## src/rtl/pixel_frame_loader_pkg.sv

```systemverilog
// Shared types and constants for the pixel frame loader.
package pixel_frame_loader_pkg;

  typedef enum logic [2:0] {
    IDLE,
    FILL,
    LAUNCH,
    BUSY,
    RELEASE
  } loader_state_t;

  localparam int NUM_PIXELS_DEFAULT = 900;
  localparam int PIXEL_W            = 8;

endpackage

```

## src/rtl/pixel_frame_loader.sv

```systemverilog
// Pixel frame loader: takes an SOF-framed byte stream of grayscale pixels,
// writes one full frame into the pixel RAM, then runs the level start/done
// handshake with the inference controller. Single-buffered: input is blocked
// from the moment the frame is complete until the handshake finishes.
module pixel_frame_loader
  import pixel_frame_loader_pkg::*;
#(
  parameter int NUM_PIXELS = NUM_PIXELS_DEFAULT,
  parameter int ADDR_W     = 10
) (
  input  logic               clk,
  input  logic               reset,
  input  logic               s_valid,
  input  logic [PIXEL_W-1:0] s_data,
  input  logic               s_sof,
  output logic               s_ready,
  output logic               wr_en,
  output logic [ADDR_W-1:0]  wr_addr,
  output logic [PIXEL_W-1:0] wr_data,
  output logic               layer_start,
  input  logic               layer_done,
  output logic               busy,
  output logic               frame_done,
  output logic               resync_err
);

  localparam logic [ADDR_W:0] FRAME_LEN = (ADDR_W + 1)'(NUM_PIXELS);

  loader_state_t   state;
  logic [ADDR_W:0] count;
  logic            accept;
  logic [ADDR_W:0] next_count;
  logic            frame_full;

  // A start-of-frame beat always restarts at pixel 0, so the count after it is 1.
  assign accept     = s_valid & s_ready;
  assign next_count = s_sof ? (ADDR_W + 1)'(1) : count + (ADDR_W + 1)'(1);
  assign frame_full = (next_count == FRAME_LEN);

  // Frame sequencing and controller handshake; all outputs registered.
  always_ff @(posedge clk) begin
    if (reset) begin
      state       <= IDLE;
      count       <= '0;
      s_ready     <= 1'b0;
      layer_start <= 1'b0;
      busy        <= 1'b0;
      frame_done  <= 1'b0;
      resync_err  <= 1'b0;
    end else begin
      frame_done <= 1'b0;
      case (state)
        IDLE: begin
          s_ready <= 1'b1;
          busy    <= 1'b0;
          if (accept && s_sof) begin
            count <= next_count;
            busy  <= 1'b1;
            if (frame_full) begin
              state   <= LAUNCH;
              s_ready <= 1'b0;
            end else begin
              state <= FILL;
            end
          end
        end
        FILL: begin
          if (accept) begin
            count <= next_count;
            if (s_sof) begin
              resync_err <= 1'b1;
            end
            if (frame_full) begin
              state   <= LAUNCH;
              s_ready <= 1'b0;
            end
          end
        end
        LAUNCH: begin
          layer_start <= 1'b1;
          state       <= BUSY;
        end
        BUSY: begin
          if (layer_done) begin
            layer_start <= 1'b0;
            state       <= RELEASE;
          end
        end
        RELEASE: begin
          if (!layer_done) begin
            frame_done <= 1'b1;
            count      <= '0;
            busy       <= 1'b0;
            s_ready    <= 1'b1;
            state      <= IDLE;
          end
        end
        default: begin
          state       <= IDLE;
          count       <= '0;
          s_ready     <= 1'b0;
          layer_start <= 1'b0;
          busy        <= 1'b0;
        end
      endcase
    end
  end

  // Pixel RAM write stage: one cycle behind acceptance; addr/data hold when idle.
  always_ff @(posedge clk) begin
    if (reset) begin
      wr_en   <= 1'b0;
      wr_addr <= '0;
      wr_data <= '0;
    end else begin
      wr_en <= accept && (s_sof || state == FILL);
      if (accept && (s_sof || state == FILL)) begin
        wr_addr <= s_sof ? '0 : count[ADDR_W-1:0];
        wr_data <= s_data;
      end
    end
  end

endmodule

```

## config.mk

```make
export PLATFORM = sky130hd
export DESIGN_NAME = pixel_frame_loader
export DESIGN_NICKNAME = d
export VERILOG_FILES = /design/src/rtl/pixel_frame_loader_pkg.sv /design/src/rtl/pixel_frame_loader.sv
export SDC_FILE = /design/constraint.sdc
export NUM_CORES = 1
export LEC_CHECK = 0
export CAP_MARGIN = 20
export CORE_AREA = 2 2 59 72
export DETAILED_ROUTE_END_ITERATION = 8
export DIE_AREA = 0 0 61 74
export GPL_TIMING_DRIVEN = 0
export PLACE_DENSITY = 0.78
export SYNTH_ARGS = -nofsm -noshare
export SYNTH_HDL_FRONTEND = slang
export SYNTH_SLANG_ARGS = --single-unit
```

## constraint.sdc

```tcl
create_clock -name clk -period 2.3 [get_ports clk]
set_input_delay 0.23 -clock clk [delete_from_list [all_inputs] [get_ports clk]]
set_output_delay 0.23 -clock clk [all_outputs]
set_load 0.1 [all_outputs]
```

======== After elaboration in Yosys (flattened, before gate mapping) ========
Cells that the tools add are included.
word-level totals
  register bits ........................... 38
  bits of input ports ..................... 13
  output and inout port bits .............. 24
  logic and storage cells ................. 65
operators by class
  add/subtract/negate cells ............... 1
  equality and inequality tests ........... 10
  multiplexer cells ....................... 25
  bitwise gates (word level) .............. 5
  reductions and logical operators ........ 14
operator list
  kind                                                                      count
  11-bit 2-to-1 mux                                                         4
  11-bit one-hot mux with 4 select lines                                    1
  3-bit 2-to-1 mux                                                          5
  3-bit one-hot mux with 5 select lines                                     1
  11-bit by 1-bit adder with 11-bit output (second input constant)          1
  11-bit by 10-bit equality test with 1-bit output (second input constant)  1
  10-bit 2-to-1 mux                                                         1
  2-bit inequality test (second input constant)                             5
  1-bit 2-to-1 mux                                                          9
  4-bit AND reduction                                                       2
  3-bit by 2-bit equality test with 1-bit output (second input constant)    2
  1-bit one-hot mux with 3 select lines                                     2
  3-bit OR reduction                                                        2
  5-bit AND reduction                                                       1
  1-bit NOT                                                                 4
  1-bit one-hot mux with 4 select lines                                     1
  2-bit AND reduction                                                       2
  2-bit OR reduction                                                        2
  3-bit by 1-bit equality test with 1-bit output (second input constant)    1
  3-bit equality test (second input constant)                               1
  3-bit zero test                                                           1
  3-bit AND reduction                                                       1
  1-bit logical AND                                                         2
  2-bit 2-to-1 mux                                                          1
  other kinds (2)                                                           2

======== Depth between registers and ports, before layout ========
Gate-level depths: netlist of run 1.
  depth in word-level cells ............... 6
  depth in mapped cells ................... 7
  depth with buffers taken out ............ 6

======== Least setup slack after synthesis of run 1 ========
OpenSTA, ideal clock, no wires.
  kind .................................... register to register
  start ................................... reg s_ready
  end ..................................... reg count[7]
  library setup time ...................... 0.086 ns
  arrival ................................. 2.041 ns
  data required time ...................... 2.214 ns
  setup slack ............................. 0.174 ns
  cell stages (with the launch flop) ...... 7
  buffers on the path ..................... 1
  period minus slack after synthesis ...... 2.126 ns
  cells stage by stage .................... dfxtp_1 > and2_1 > buf_2 > nand3_2 > nor3_2 > a31oi_1 > a211oi_1
between the ends
  cells in the longest elaborated chain, start to end .. 4
  elaborated cells on any way between the ends .. 5
  those cells by class .................... eq/ne (2); bitwise (1); reduce/logical (2)
RTL lines
  element                                 RTL line                  RTL
  from (decl)                             pixel_frame_loader.sv:16  output logic s_ready,
  from (signal assigned)                  pixel_frame_loader.sv:45  s_ready <= 1'b0;
  from (signal assigned)                  pixel_frame_loader.sv:54  s_ready <= 1'b1;
  from (signal assigned)                  pixel_frame_loader.sv:61  s_ready <= 1'b0;
  1-bit bitwise AND *                     pixel_frame_loader.sv:36  assign accept = s_valid & s_ready;
  1-bit logical AND                       pixel_frame_loader.sv:56  if (accept && s_sof) begin
  2-bit inequality test (no source line)  --
  4-bit AND reduction (no source line) *  --
  to (signal assigned)                    pixel_frame_loader.sv:57  count <= next_count;
  to (signal assigned)                    pixel_frame_loader.sv:69  count <= next_count;
  to (decl)                               pixel_frame_loader.sv:30  logic [ADDR_W:0] count;
Mark *: on every way between the ends. The rest lies on a longest branch, timed or not.
A chain may end at the register's enable or synchronous reset.

======== Worst setup path after layout of run 1 ========
  start ................................... reg s_ready
  end ..................................... out s_ready
No word-level cell between the ends.

==> metrics.txt, run 1 <==
# TYPE chip_impl_metric gauge
chip_impl_info{name="run_status",value="complete, no violations"} 1
chip_impl_metric{name="finalClockSkew",unit="ps"} 7.36
chip_impl_metric{name="drt_pre_antenna_iters",unit=""} 4
chip_impl_info{name="timing.critical_path.to_type",value="output port"} 1
chip_impl_metric{name="worst_slew_pin_tran",unit="ps"} 982
chip_impl_metric{name="cts-root-to-sink-buffers",unit=""} 2
chip_impl_metric{name="grt_usage",unit=""} 0.211
chip_impl_metric{name="final_min_period_over_clock_period",unit=""} 0.879
chip_impl_info{name="rsz0062_at_grt",value="false"} 1
chip_impl_metric{name="area_growth",unit="%"} 27.6
chip_impl_metric{name="postRouteAntennaNets",unit=""} 0
chip_impl_metric{name="synthXorXnorAreaFrac",unit=""} 0.0234
chip_impl_info{name="mostFrequentLayoutCell",value="sky130_fd_sc_hd__dfxtp_1"} 1
chip_impl_metric{name="synthesis.nets",unit=""} 234
chip_impl_metric{name="fp.dieH",unit="µm"} 74
chip_impl_metric{name="fmaxAchievable",unit="MHz"} 495
chip_impl_info{name="cts.root.buffer_cell",value="sky130_fd_sc_hd__clkbuf_8"} 1
chip_impl_metric{name="drcViolationCount",unit=""} 0
chip_impl_metric{name="place.port_buffers",unit=""} 34
chip_impl_metric{name="synth_compound_area_frac",unit=""} 0.219
chip_impl_metric{name="detail_route.vias_per_cell",unit=""} 5.37
chip_impl_metric{name="cts-resized-gates",unit=""} 0
chip_impl_metric{name="layout-drive-gt1-share",unit=""} 0.103
chip_impl_info{name="timing.hold.worst.class",value="in2reg"} 1
chip_impl_info{name="timing_worst_setup_path_type",value="reg2out"} 1
chip_impl_metric{name="post_synth_mux_area_share",unit=""} 0.00550
chip_impl_metric{name="vdd.ir_drop.worst",unit="V"} 0.000492
chip_impl_metric{name="worst-path-buf-inv",unit=""} 1
chip_impl_metric{name="critical_path_required",unit="ps"} 2070
chip_impl_metric{name="post-route-min-period",unit="ps"} 2020
chip_impl_metric{name="insertedDiodeCount",unit=""} 0
chip_impl_metric{name="drt-initial-drc-count",unit=""} 55
chip_impl_metric{name="setup_viol",unit=""} 0
chip_impl_metric{name="number_of_antenna_violations_at_the_first_check_in_global_routing",unit=""} 0
chip_impl_metric{name="route.vias.total",unit=""} 1697
chip_impl_metric{name="fin_tns_setup",unit="ps"} 0
chip_impl_info{name="timing.critical_path.from_type",value="flip-flop"} 1
chip_impl_metric{name="number_of_instances_in_the_synthesized_netlist",unit=""} 220
chip_impl_metric{name="wl",unit="µm"} 4210
chip_impl_metric{name="worst_rel_slew_slack",unit=""} 0.343
chip_impl_metric{name="proportion_of_synthesized_chip_area_in_sequential_cells",unit=""} 0.418
chip_impl_metric{name="tritoncts_sink_count",unit=""} 38
chip_impl_metric{name="post-cts-setup-buffers",unit=""} 0
chip_impl_metric{name="num-nets-final",unit=""} 275
chip_impl_info{name="postSynth.topFlopCell",value="sky130_fd_sc_hd__dfxtp_1"} 1
chip_impl_metric{name="maxCapViolations",unit=""} 0
chip_impl_info{name="crit_family",value="buffers and inverters"} 1
chip_impl_metric{name="coreArea",unit="µm²"} 3850
chip_impl_metric{name="crit_fanout",unit=""} 4
chip_impl_metric{name="wl_per_cell",unit="µm"} 13.3
chip_impl_info{name="most-common-layout-cells",value="sky130_fd_sc_hd__dfxtp_1, sky130_fd_sc_hd__clkdlybuf4s50_1, sky130_fd_sc_hd__nor2_1"} 1
chip_impl_metric{name="synth_enable_flop_cells",unit=""} 0
chip_impl_metric{name="yosys.area_share.adder",unit=""} 0.00688
chip_impl_info{name="cts_tree",value="built"} 1
chip_impl_metric{name="totalPowerFinal",unit="mW"} 1.33
chip_impl_metric{name="first_global_vias",unit=""} 1507
chip_impl_metric{name="dieWidth",unit="µm"} 61
chip_impl_metric{name="synthSimpleGateAreaFrac",unit=""} 0.276
chip_impl_metric{name="critPathArrivalTime",unit="ps"} 1790
chip_impl_info{name="main_combinational_cell_family_by_area_after_synthesis",value="simple AND/OR/NAND/NOR gates"} 1
chip_impl_metric{name="ys_seq_elements",unit=""} 38
chip_impl_info{name="crit_path_cell_trace",value="clkdlybuf4s50_1"} 1
chip_impl_metric{name="max_stage_delay",unit="ps"} 1140
chip_impl_metric{name="grt_first_pass_wirelength",unit="µm"} 7110
chip_impl_metric{name="yosys_warnings",unit=""} 0
chip_impl_info{name="critical_path.slowest_cell",value="sky130_fd_sc_hd__clkdlybuf4s50_1"} 1
chip_impl_metric{name="top_level_ports",unit=""} 37
chip_impl_metric{name="synth_area_per_cell",unit="µm²"} 8.27
chip_impl_metric{name="hpwl",unit="µm"} 2960
chip_impl_metric{name="final_max_slew_viol_count",unit=""} 0
chip_impl_metric{name="finalHoldViolations",unit=""} 0
chip_impl_metric{name="post_synth_instance_area",unit="µm²"} 1820
chip_impl_metric{name="leakage",unit="nW"} 0.824
chip_impl_metric{name="yosys.cell_types.count",unit=""} 52
chip_impl_metric{name="worst_skew_pair.late_latency",unit="ps"} 300
chip_impl_metric{name="grt_remaining_overflow",unit=""} 0
chip_impl_metric{name="path_clk_slew",unit="ps"} 80
chip_impl_metric{name="initial_utilization",unit=""} 0.473
chip_impl_metric{name="postSynth.asyncResetShare",unit=""} 0
chip_impl_metric{name="core.rowCount",unit=""} 25
chip_impl_metric{name="largest_net_degree_at_the_start_of_global_routing",unit=""} 13
chip_impl_metric{name="tritoncts.num_buffers",unit=""} 5
chip_impl_metric{name="pwr_density_cell",unit="nW/µm²"} 572
chip_impl_metric{name="die_area",unit="µm²"} 4510
chip_impl_metric{name="htree_levels",unit=""} 2
chip_impl_metric{name="routabilityCongestion",unit=""} 0.832
chip_impl_metric{name="ctsHoldBuffers",unit=""} 0
-- cell type report --
cell class / count / area, µm²
well taps: 54 / 67.6
inverters: 2 / 7.51
clock inverters: 2 / 12.5
repair buffers: 34 / 340
plain buffers: 17 / 85.1
flip-flops and latches: 38 / 761
multi-input cells: 163 / 966
clock buffers: 6 / 82.6
fillers: 349 / 1530
-- cell usage after synthesis, types with 2 or more instances --
library cell / instances / area [µm²]
sky130_fd_sc_hd__nand3_1: 10 / 50.1
sky130_fd_sc_hd__o21ai_0: 5 / 25.0
sky130_fd_sc_hd__a21oi_1: 22 / 110
sky130_fd_sc_hd__nor2b_1: 2 / 12.5
sky130_fd_sc_hd__nand2_1: 27 / 101
sky130_fd_sc_hd__nor2_1: 31 / 116
sky130_fd_sc_hd__and3_1: 2 / 12.5
sky130_fd_sc_hd__nand2b_1: 2 / 12.5
sky130_fd_sc_hd__inv_1: 2 / 7.51
sky130_fd_sc_hd__o21ai_1: 3 / 15.0
sky130_fd_sc_hd__nor3_1: 3 / 15.0
sky130_fd_sc_hd__nand4_1: 2 / 12.5
sky130_fd_sc_hd__a31oi_1: 5 / 31.3
sky130_fd_sc_hd__clkbuf_1: 7 / 26.3
sky130_fd_sc_hd__and2_1: 2 / 12.5
sky130_fd_sc_hd__xnor2_1: 2 / 17.5
sky130_fd_sc_hd__a22oi_1: 10 / 75.1
sky130_fd_sc_hd__dfxtp_1: 38 / 761
sky130_fd_sc_hd__nand3b_1: 3 / 22.5
sky130_fd_sc_hd__buf_2: 5 / 25.0
sky130_fd_sc_hd__o21a_1: 2 / 15.0
sky130_fd_sc_hd__buf_4: 4 / 30.0
sky130_fd_sc_hd__a211oi_1: 2 / 15.0
-- registers in the layout, indices dropped and copies added (netlist names) --
signal,flops
layer_start,1
count,11
busy,1
s_ready,1
state,3
wr_addr,10
resync_err,1
wr_data,8
frame_done,1
wr_en,1
-- through the flow --
stage	util	hold WS [ps]	instances	cell area [µm²]	setup WS (ps)
floorplan	-	366	220	1820	174
global placement	0.579	442	308	2230	397
detailed placement	0.579	448	308	2230	372
CTS	0.604	272	316	2320	256
global route	0.604	344	316	2320	230
finish	0.604	288	316	2320	279
-- worst reg2reg max path: cells and delay by family (launching register included) --
| family | cells | cell delay, ps |
|---|---|---|
| simple gates | 3 | 760 |
| flops | 1 | 410 |
| fa+ha+maj | 1 | 300 |
| xor+xnor | 1 | 180 |
| compound gates | 1 | 130 |
-- logic make-up (layout without fill, tap and decap cells) --
group | after synthesis | after routing
flip-flops | 38 | 38
buffers and inverters | 19 | 61
AND/OR/NAND/NOR | 95 | 95
adder cells (fa/ha/maj) | 1 | 1
AO/OA/AOI/OAI | 62 | 62
XOR/XNOR | 4 | 4
multiplexers | 1 | 1
-- power by group --
part	leakage, nW	internal, mW	total [mW]	switching [mW]
Clock	0.0472	0.241	0.487	0.246
Combinational	0.470	0.0518	0.167	0.115
Sequential	0.307	0.667	0.675	0.00719
Total	0.824	0.960	1.33	0.368
-- final timing paths --
check | end | cells past startpoint | slack, ps | startpoint
max | s_ready | 1 | 280 | s_ready
min | resync_err | 3 | 290 | s_sof
max reg2reg | s_ready | 6 | 390 | count[1]
min reg2reg | wr_data[7] | 2 | 450 | wr_data[7]
-- per-layer routing --
layer,vias to the layer above,track usage,part of all wire
li1,863,-,-
met1,781,0.275,0.45
met2,46,0.336,0.48
met3,7,0.0417,0.046
met4,0,0.0966,0.019
met5,-,0,0
Note: power is estimated with default switching activity, not from simulation.
==> run 2: changes to the inputs <==
Settings changed: ABC_AREA from default to 1, CORE_AREA 2 2 59 72 to 2 2 58 71, DIE_AREA 0 0 61 74 to 0 0 60 73, GPL_TIMING_DRIVEN 0 to default.
==> run 2 against run 1 <==
Effect of this change: clock-buffer cell count unchanged; core utilization decreased by 1.6 points; worst hold slack improved by 170 ps; combinational power increased by 51%; critical path depth increased by 9; register-to-register slack improved by 30 ps; clock power decreased by 2%; synthesized area decreased by 3.1%; sequential power increased by 2%; critical path type is now reg2reg; largest power group unchanged.
==> metrics.txt, run 2 <==
# TYPE chip_impl_metric gauge
chip_impl_metric{name="grt_first_pass_wirelength",unit="µm"} 6470
chip_impl_metric{name="worst_skew_pair.late_latency",unit="ps"} 290
chip_impl_metric{name="postRouteAntennaNets",unit=""} 0
chip_impl_metric{name="path_clk_slew",unit="ps"} 80
chip_impl_metric{name="total_switching_power",unit="mW"} 0.439
chip_impl_metric{name="drt_pre_antenna_iters",unit=""} 4
chip_impl_metric{name="coreArea",unit="µm²"} 3780
chip_impl_metric{name="largest_register_ff_count",unit=""} 11
chip_impl_metric{name="final_max_slew_viol_count",unit=""} 0
chip_impl_metric{name="tritoncts.num_buffers",unit=""} 5
chip_impl_metric{name="layout-drive-gt1-share",unit=""} 0.207
chip_impl_info{name="worst_setup_path_endpoint",value="state[0]"} 1
chip_impl_metric{name="insertedDiodeCount",unit=""} 0
chip_impl_metric{name="cellInternalPower",unit="mW"} 0.980
chip_impl_info{name="cts_tree",value="built"} 1
chip_impl_info{name="most_frequent_cell_after_synthesis",value="sky130_fd_sc_hd__nand2_1"} 1
chip_impl_metric{name="postSynth.asyncResetShare",unit=""} 0
chip_impl_metric{name="ys_seq_elements",unit=""} 38
chip_impl_info{name="most-common-layout-cells",value="sky130_fd_sc_hd__nand2_1, sky130_fd_sc_hd__dfxtp_1, sky130_fd_sc_hd__nor2_1"} 1
chip_impl_metric{name="wl",unit="µm"} 3940
chip_impl_metric{name="detail_route.vias_per_cell",unit=""} 4.84
chip_impl_metric{name="synth_area_per_cell",unit="µm²"} 6.94
chip_impl_metric{name="worst_slew_pin_tran",unit="ps"} 309
chip_impl_metric{name="top_level_ports",unit=""} 37
chip_impl_metric{name="pwr_density_cell",unit="nW/µm²"} 638
chip_impl_metric{name="ctsHoldBuffers",unit=""} 0
chip_impl_info{name="run_status",value="complete, no violations"} 1
chip_impl_metric{name="largest_net_degree_at_the_start_of_global_routing",unit=""} 28
chip_impl_metric{name="post-route-min-period",unit="ps"} 1880
chip_impl_metric{name="cts-resized-gates",unit=""} 0
chip_impl_metric{name="post-cts-setup-buffers",unit=""} 0
chip_impl_metric{name="num-nets-final",unit=""} 308
chip_impl_info{name="timing.hold.worst.class",value="reg2reg"} 1
chip_impl_metric{name="fin_tns_setup",unit="ps"} 0
chip_impl_metric{name="leakage",unit="nW"} 0.895
chip_impl_metric{name="core.rowCount",unit=""} 25
chip_impl_info{name="registers.top_by_ff_count",value="count"} 1
chip_impl_info{name="timing.critical_path.to_type",value="flip-flop"} 1
chip_impl_metric{name="route.vias.total",unit=""} 1688
chip_impl_metric{name="worst_rel_slew_slack",unit=""} 0.793
chip_impl_metric{name="dieWidth",unit="µm"} 60
chip_impl_metric{name="combinationalPowerShare",unit=""} 0.177
chip_impl_metric{name="post-synth-top-area-fraction",unit=""} 0.432
chip_impl_metric{name="place.detailed.instances",unit=""} 341
chip_impl_info{name="timing_worst_setup_path_type",value="reg2reg"} 1
chip_impl_metric{name="tritoncts_sink_count",unit=""} 38
chip_impl_info{name="postSynth.topFlopCell",value="sky130_fd_sc_hd__dfxtp_1"} 1
chip_impl_metric{name="synthesis.nets",unit=""} 268
chip_impl_metric{name="maxCapViolations",unit=""} 0
chip_impl_metric{name="final_min_period_over_clock_period",unit=""} 0.819
chip_impl_metric{name="instance_area_at_placement",unit="µm²"} 2130
chip_impl_metric{name="cts-root-to-sink-buffers",unit=""} 2
chip_impl_metric{name="wl_per_cell",unit="µm"} 11.3
chip_impl_metric{name="r2r_setup_slack",unit="ps"} 420
chip_impl_metric{name="drcViolationCount",unit=""} 0
chip_impl_metric{name="r2r_cells",unit=""} 10
chip_impl_metric{name="totalPowerFinal",unit="mW"} 1.42
chip_impl_metric{name="number_of_instances_in_the_synthesized_netlist",unit=""} 254
chip_impl_metric{name="synthXorXnorAreaFrac",unit=""} 0
chip_impl_metric{name="grt_usage",unit=""} 0.194
chip_impl_metric{name="number_of_antenna_violations_at_the_first_check_in_global_routing",unit=""} 0
chip_impl_metric{name="first_global_vias",unit=""} 1526
chip_impl_metric{name="vdd.ir_drop.worst",unit="V"} 0.000425
chip_impl_metric{name="place.port_buffers",unit=""} 36
chip_impl_metric{name="yosys_warnings",unit=""} 0
chip_impl_metric{name="setup_viol",unit=""} 0
chip_impl_metric{name="final_cell_area",unit="µm²"} 2220
chip_impl_metric{name="grt_remaining_overflow",unit=""} 0
chip_impl_metric{name="post_synth_instance_area",unit="µm²"} 1760
chip_impl_metric{name="crit_fanout",unit=""} 6
chip_impl_metric{name="post_synth_mux_area_share",unit=""} 0
chip_impl_metric{name="htree_levels",unit=""} 2
chip_impl_metric{name="finalClockSkew",unit="ps"} 6.78
chip_impl_metric{name="initial_utilization",unit=""} 0.466
chip_impl_info{name="cts.root.buffer_cell",value="sky130_fd_sc_hd__clkbuf_8"} 1
chip_impl_metric{name="critical_path_required",unit="ps"} 2490
chip_impl_metric{name="synth_compound_area_frac",unit=""} 0.141
chip_impl_metric{name="routabilityCongestion",unit=""} 0.940
chip_impl_metric{name="finalNonFillerCells",unit=""} 349
chip_impl_info{name="post_synthesis_cell_type_with_the_largest_combined_area",value="sky130_fd_sc_hd__dfxtp_1"} 1
chip_impl_metric{name="critPathArrivalTime",unit="ps"} 2070
chip_impl_info{name="worst_r2r_startpoint",value="count[0]"} 1
chip_impl_info{name="main_combinational_cell_family_by_area_after_synthesis",value="simple AND/OR/NAND/NOR gates"} 1
chip_impl_info{name="netlist_top_cells_count",value="sky130_fd_sc_hd__nand2_1, sky130_fd_sc_hd__dfxtp_1, sky130_fd_sc_hd__nor2_1, sky130_fd_sc_hd__a21oi_1, sky130_fd_sc_hd__inv_1"} 1
chip_impl_info{name="mostFrequentLayoutCell",value="sky130_fd_sc_hd__nand2_1"} 1
chip_impl_info{name="startpoint",value="count[0]"} 1
chip_impl_metric{name="finalHoldViolations",unit=""} 0
chip_impl_metric{name="synthSimpleGateAreaFrac",unit=""} 0.348
chip_impl_metric{name="die_area",unit="µm²"} 4380
chip_impl_metric{name="yosys.cell_types.count",unit=""} 26
chip_impl_info{name="reg_top3",value="count x11, wr_addr x10, wr_data x8"} 1
chip_impl_info{name="post_synth_main_area_contributors",value="sky130_fd_sc_hd__dfxtp_1, sky130_fd_sc_hd__nand2_1, sky130_fd_sc_hd__nor2_1, sky130_fd_sc_hd__a21oi_1, sky130_fd_sc_hd__inv_1"} 1
chip_impl_metric{name="proportion_of_synthesized_chip_area_in_sequential_cells",unit=""} 0.432
chip_impl_metric{name="drt-initial-drc-count",unit=""} 93
chip_impl_metric{name="share_clk_of_total_power",unit=""} 0.337
chip_impl_metric{name="yosys.area_share.adder",unit=""} 0.00710
chip_impl_metric{name="hpwl",unit="µm"} 2930
chip_impl_info{name="rsz0062_at_grt",value="false"} 1
chip_impl_metric{name="area_growth",unit="%"} 26.1
chip_impl_info{name="timing.critical_path.from_type",value="flip-flop"} 1
chip_impl_metric{name="fin_ws",unit="ps"} 417
chip_impl_info{name="crit-reg2reg-capture",value="state[0]"} 1
chip_impl_metric{name="fp.dieH",unit="µm"} 73
chip_impl_metric{name="pre_cts_slack",unit="ps"} 348
chip_impl_metric{name="sequential_group_share_of_total_power",unit=""} 0.486
chip_impl_metric{name="fmaxAchievable",unit="MHz"} 531
chip_impl_metric{name="swShare",unit=""} 0.309
chip_impl_metric{name="synth_enable_flop_cells",unit=""} 0
run 2: changes by cell type in the layout (fill, tap and decap cells not counted), moves of 5 or more:
cell / previous run / this run
sky130_fd_sc_hd__a22oi_1: 10 / 1
sky130_fd_sc_hd__a31oi_1: 5 / 0
sky130_fd_sc_hd__buf_2: 5 / 0
sky130_fd_sc_hd__buf_4: 4 / 27
sky130_fd_sc_hd__clkbuf_1: 7 / 0
sky130_fd_sc_hd__clkdlybuf4s50_1: 34 / 12
sky130_fd_sc_hd__inv_1: 2 / 22
sky130_fd_sc_hd__inv_2: 0 / 5
sky130_fd_sc_hd__nand2_1: 27 / 59
sky130_fd_sc_hd__nand2_2: 0 / 6
sky130_fd_sc_hd__nor2_1: 31 / 37
sky130_fd_sc_hd__nor2_2: 0 / 8
sky130_fd_sc_hd__o21ai_0: 5 / 11
run 2: worst min path at each step:
| stage | from | to | slack, ps | depth (start not counted) |
|---|---|---|---|---|
| 2_1_floorplan | layer_done | frame_done | 310 | 1 |
| 4_1_cts | wr_addr[7] | wr_addr[7] | 460 | 2 |
| 3_5_place_dp | wr_addr[7] | wr_addr[7] | 450 | 2 |
| 5_1_grt | wr_addr[7] | wr_addr[7] | 480 | 2 |
| 6_report | wr_addr[7] | wr_addr[7] | 460 | 2 |
| 3_3_place_gp | wr_addr[6] | wr_addr[6] | 450 | 2 |
run 2: cell families (layout without fill, tap and decap cells):
logic type,count (synthesis),in the layout
AND/OR/NAND/NOR,136,136
adder cells (fa/ha/maj),1,1
AO/OA/AOI/OAI,46,46
flip-flops,38,38
buffers and inverters,33,74
run 2: layout make-up:
class	count	area (µm²)
Multi-Input combinational cell	183	876
Clock buffer	6	82.6
Timing Repair Buffer	39	323
Fill cell	385	1560
Inverter	27	101
Clock inverter	2	12.5
Sequential cell	38	761
Tap cell	54	67.6
run 2: worst max-delay path: stages, from the launching register on:
cell and delay, ps:
sky130_fd_sc_hd__dfxtp_1 380, sky130_fd_sc_hd__ha_1 250, sky130_fd_sc_hd__nand2_2 120, sky130_fd_sc_hd__inv_1 60
sky130_fd_sc_hd__nor3_1 250, sky130_fd_sc_hd__nand4_1 160, sky130_fd_sc_hd__nor2_2 140, sky130_fd_sc_hd__nand3_1 90
sky130_fd_sc_hd__nand2_2 110, sky130_fd_sc_hd__nand4_1 90, sky130_fd_sc_hd__and2_1 140
run 2: power by group through the flow:
stage                     logic (mW)  clock network (mW)  registers, mW
after floorplan               0.0815                   0          0.807
after global placement         0.251                   0          0.703
after detailed placement       0.253                   0          0.704
after CTS                      0.253               0.489          0.688
after global routing           0.269               0.514          0.691
final                          0.252               0.478          0.689
run 2: through the flow:
| step | utilization | hold slack, ps |
|---|---|---|
| 2_1_floorplan | - | 309 |
| 3_3_place_gp | 0.562 | 449 |
| 3_5_place_dp | 0.562 | 452 |
| 4_1_cts | 0.587 | 465 |
| 5_1_grt | 0.587 | 477 |
| 6_report | 0.587 | 460 |
run 2: per-layer routing:
metal / vias up / GRT usage / routed length [µm]
met5: - / 0 / 0
met4: 0 / 0.101 / 82
met3: 7 / 0.0337 / 143
met2: 33 / 0.326 / 2020
met1: 758 / 0.232 / 1700
li1: 890 / - / -
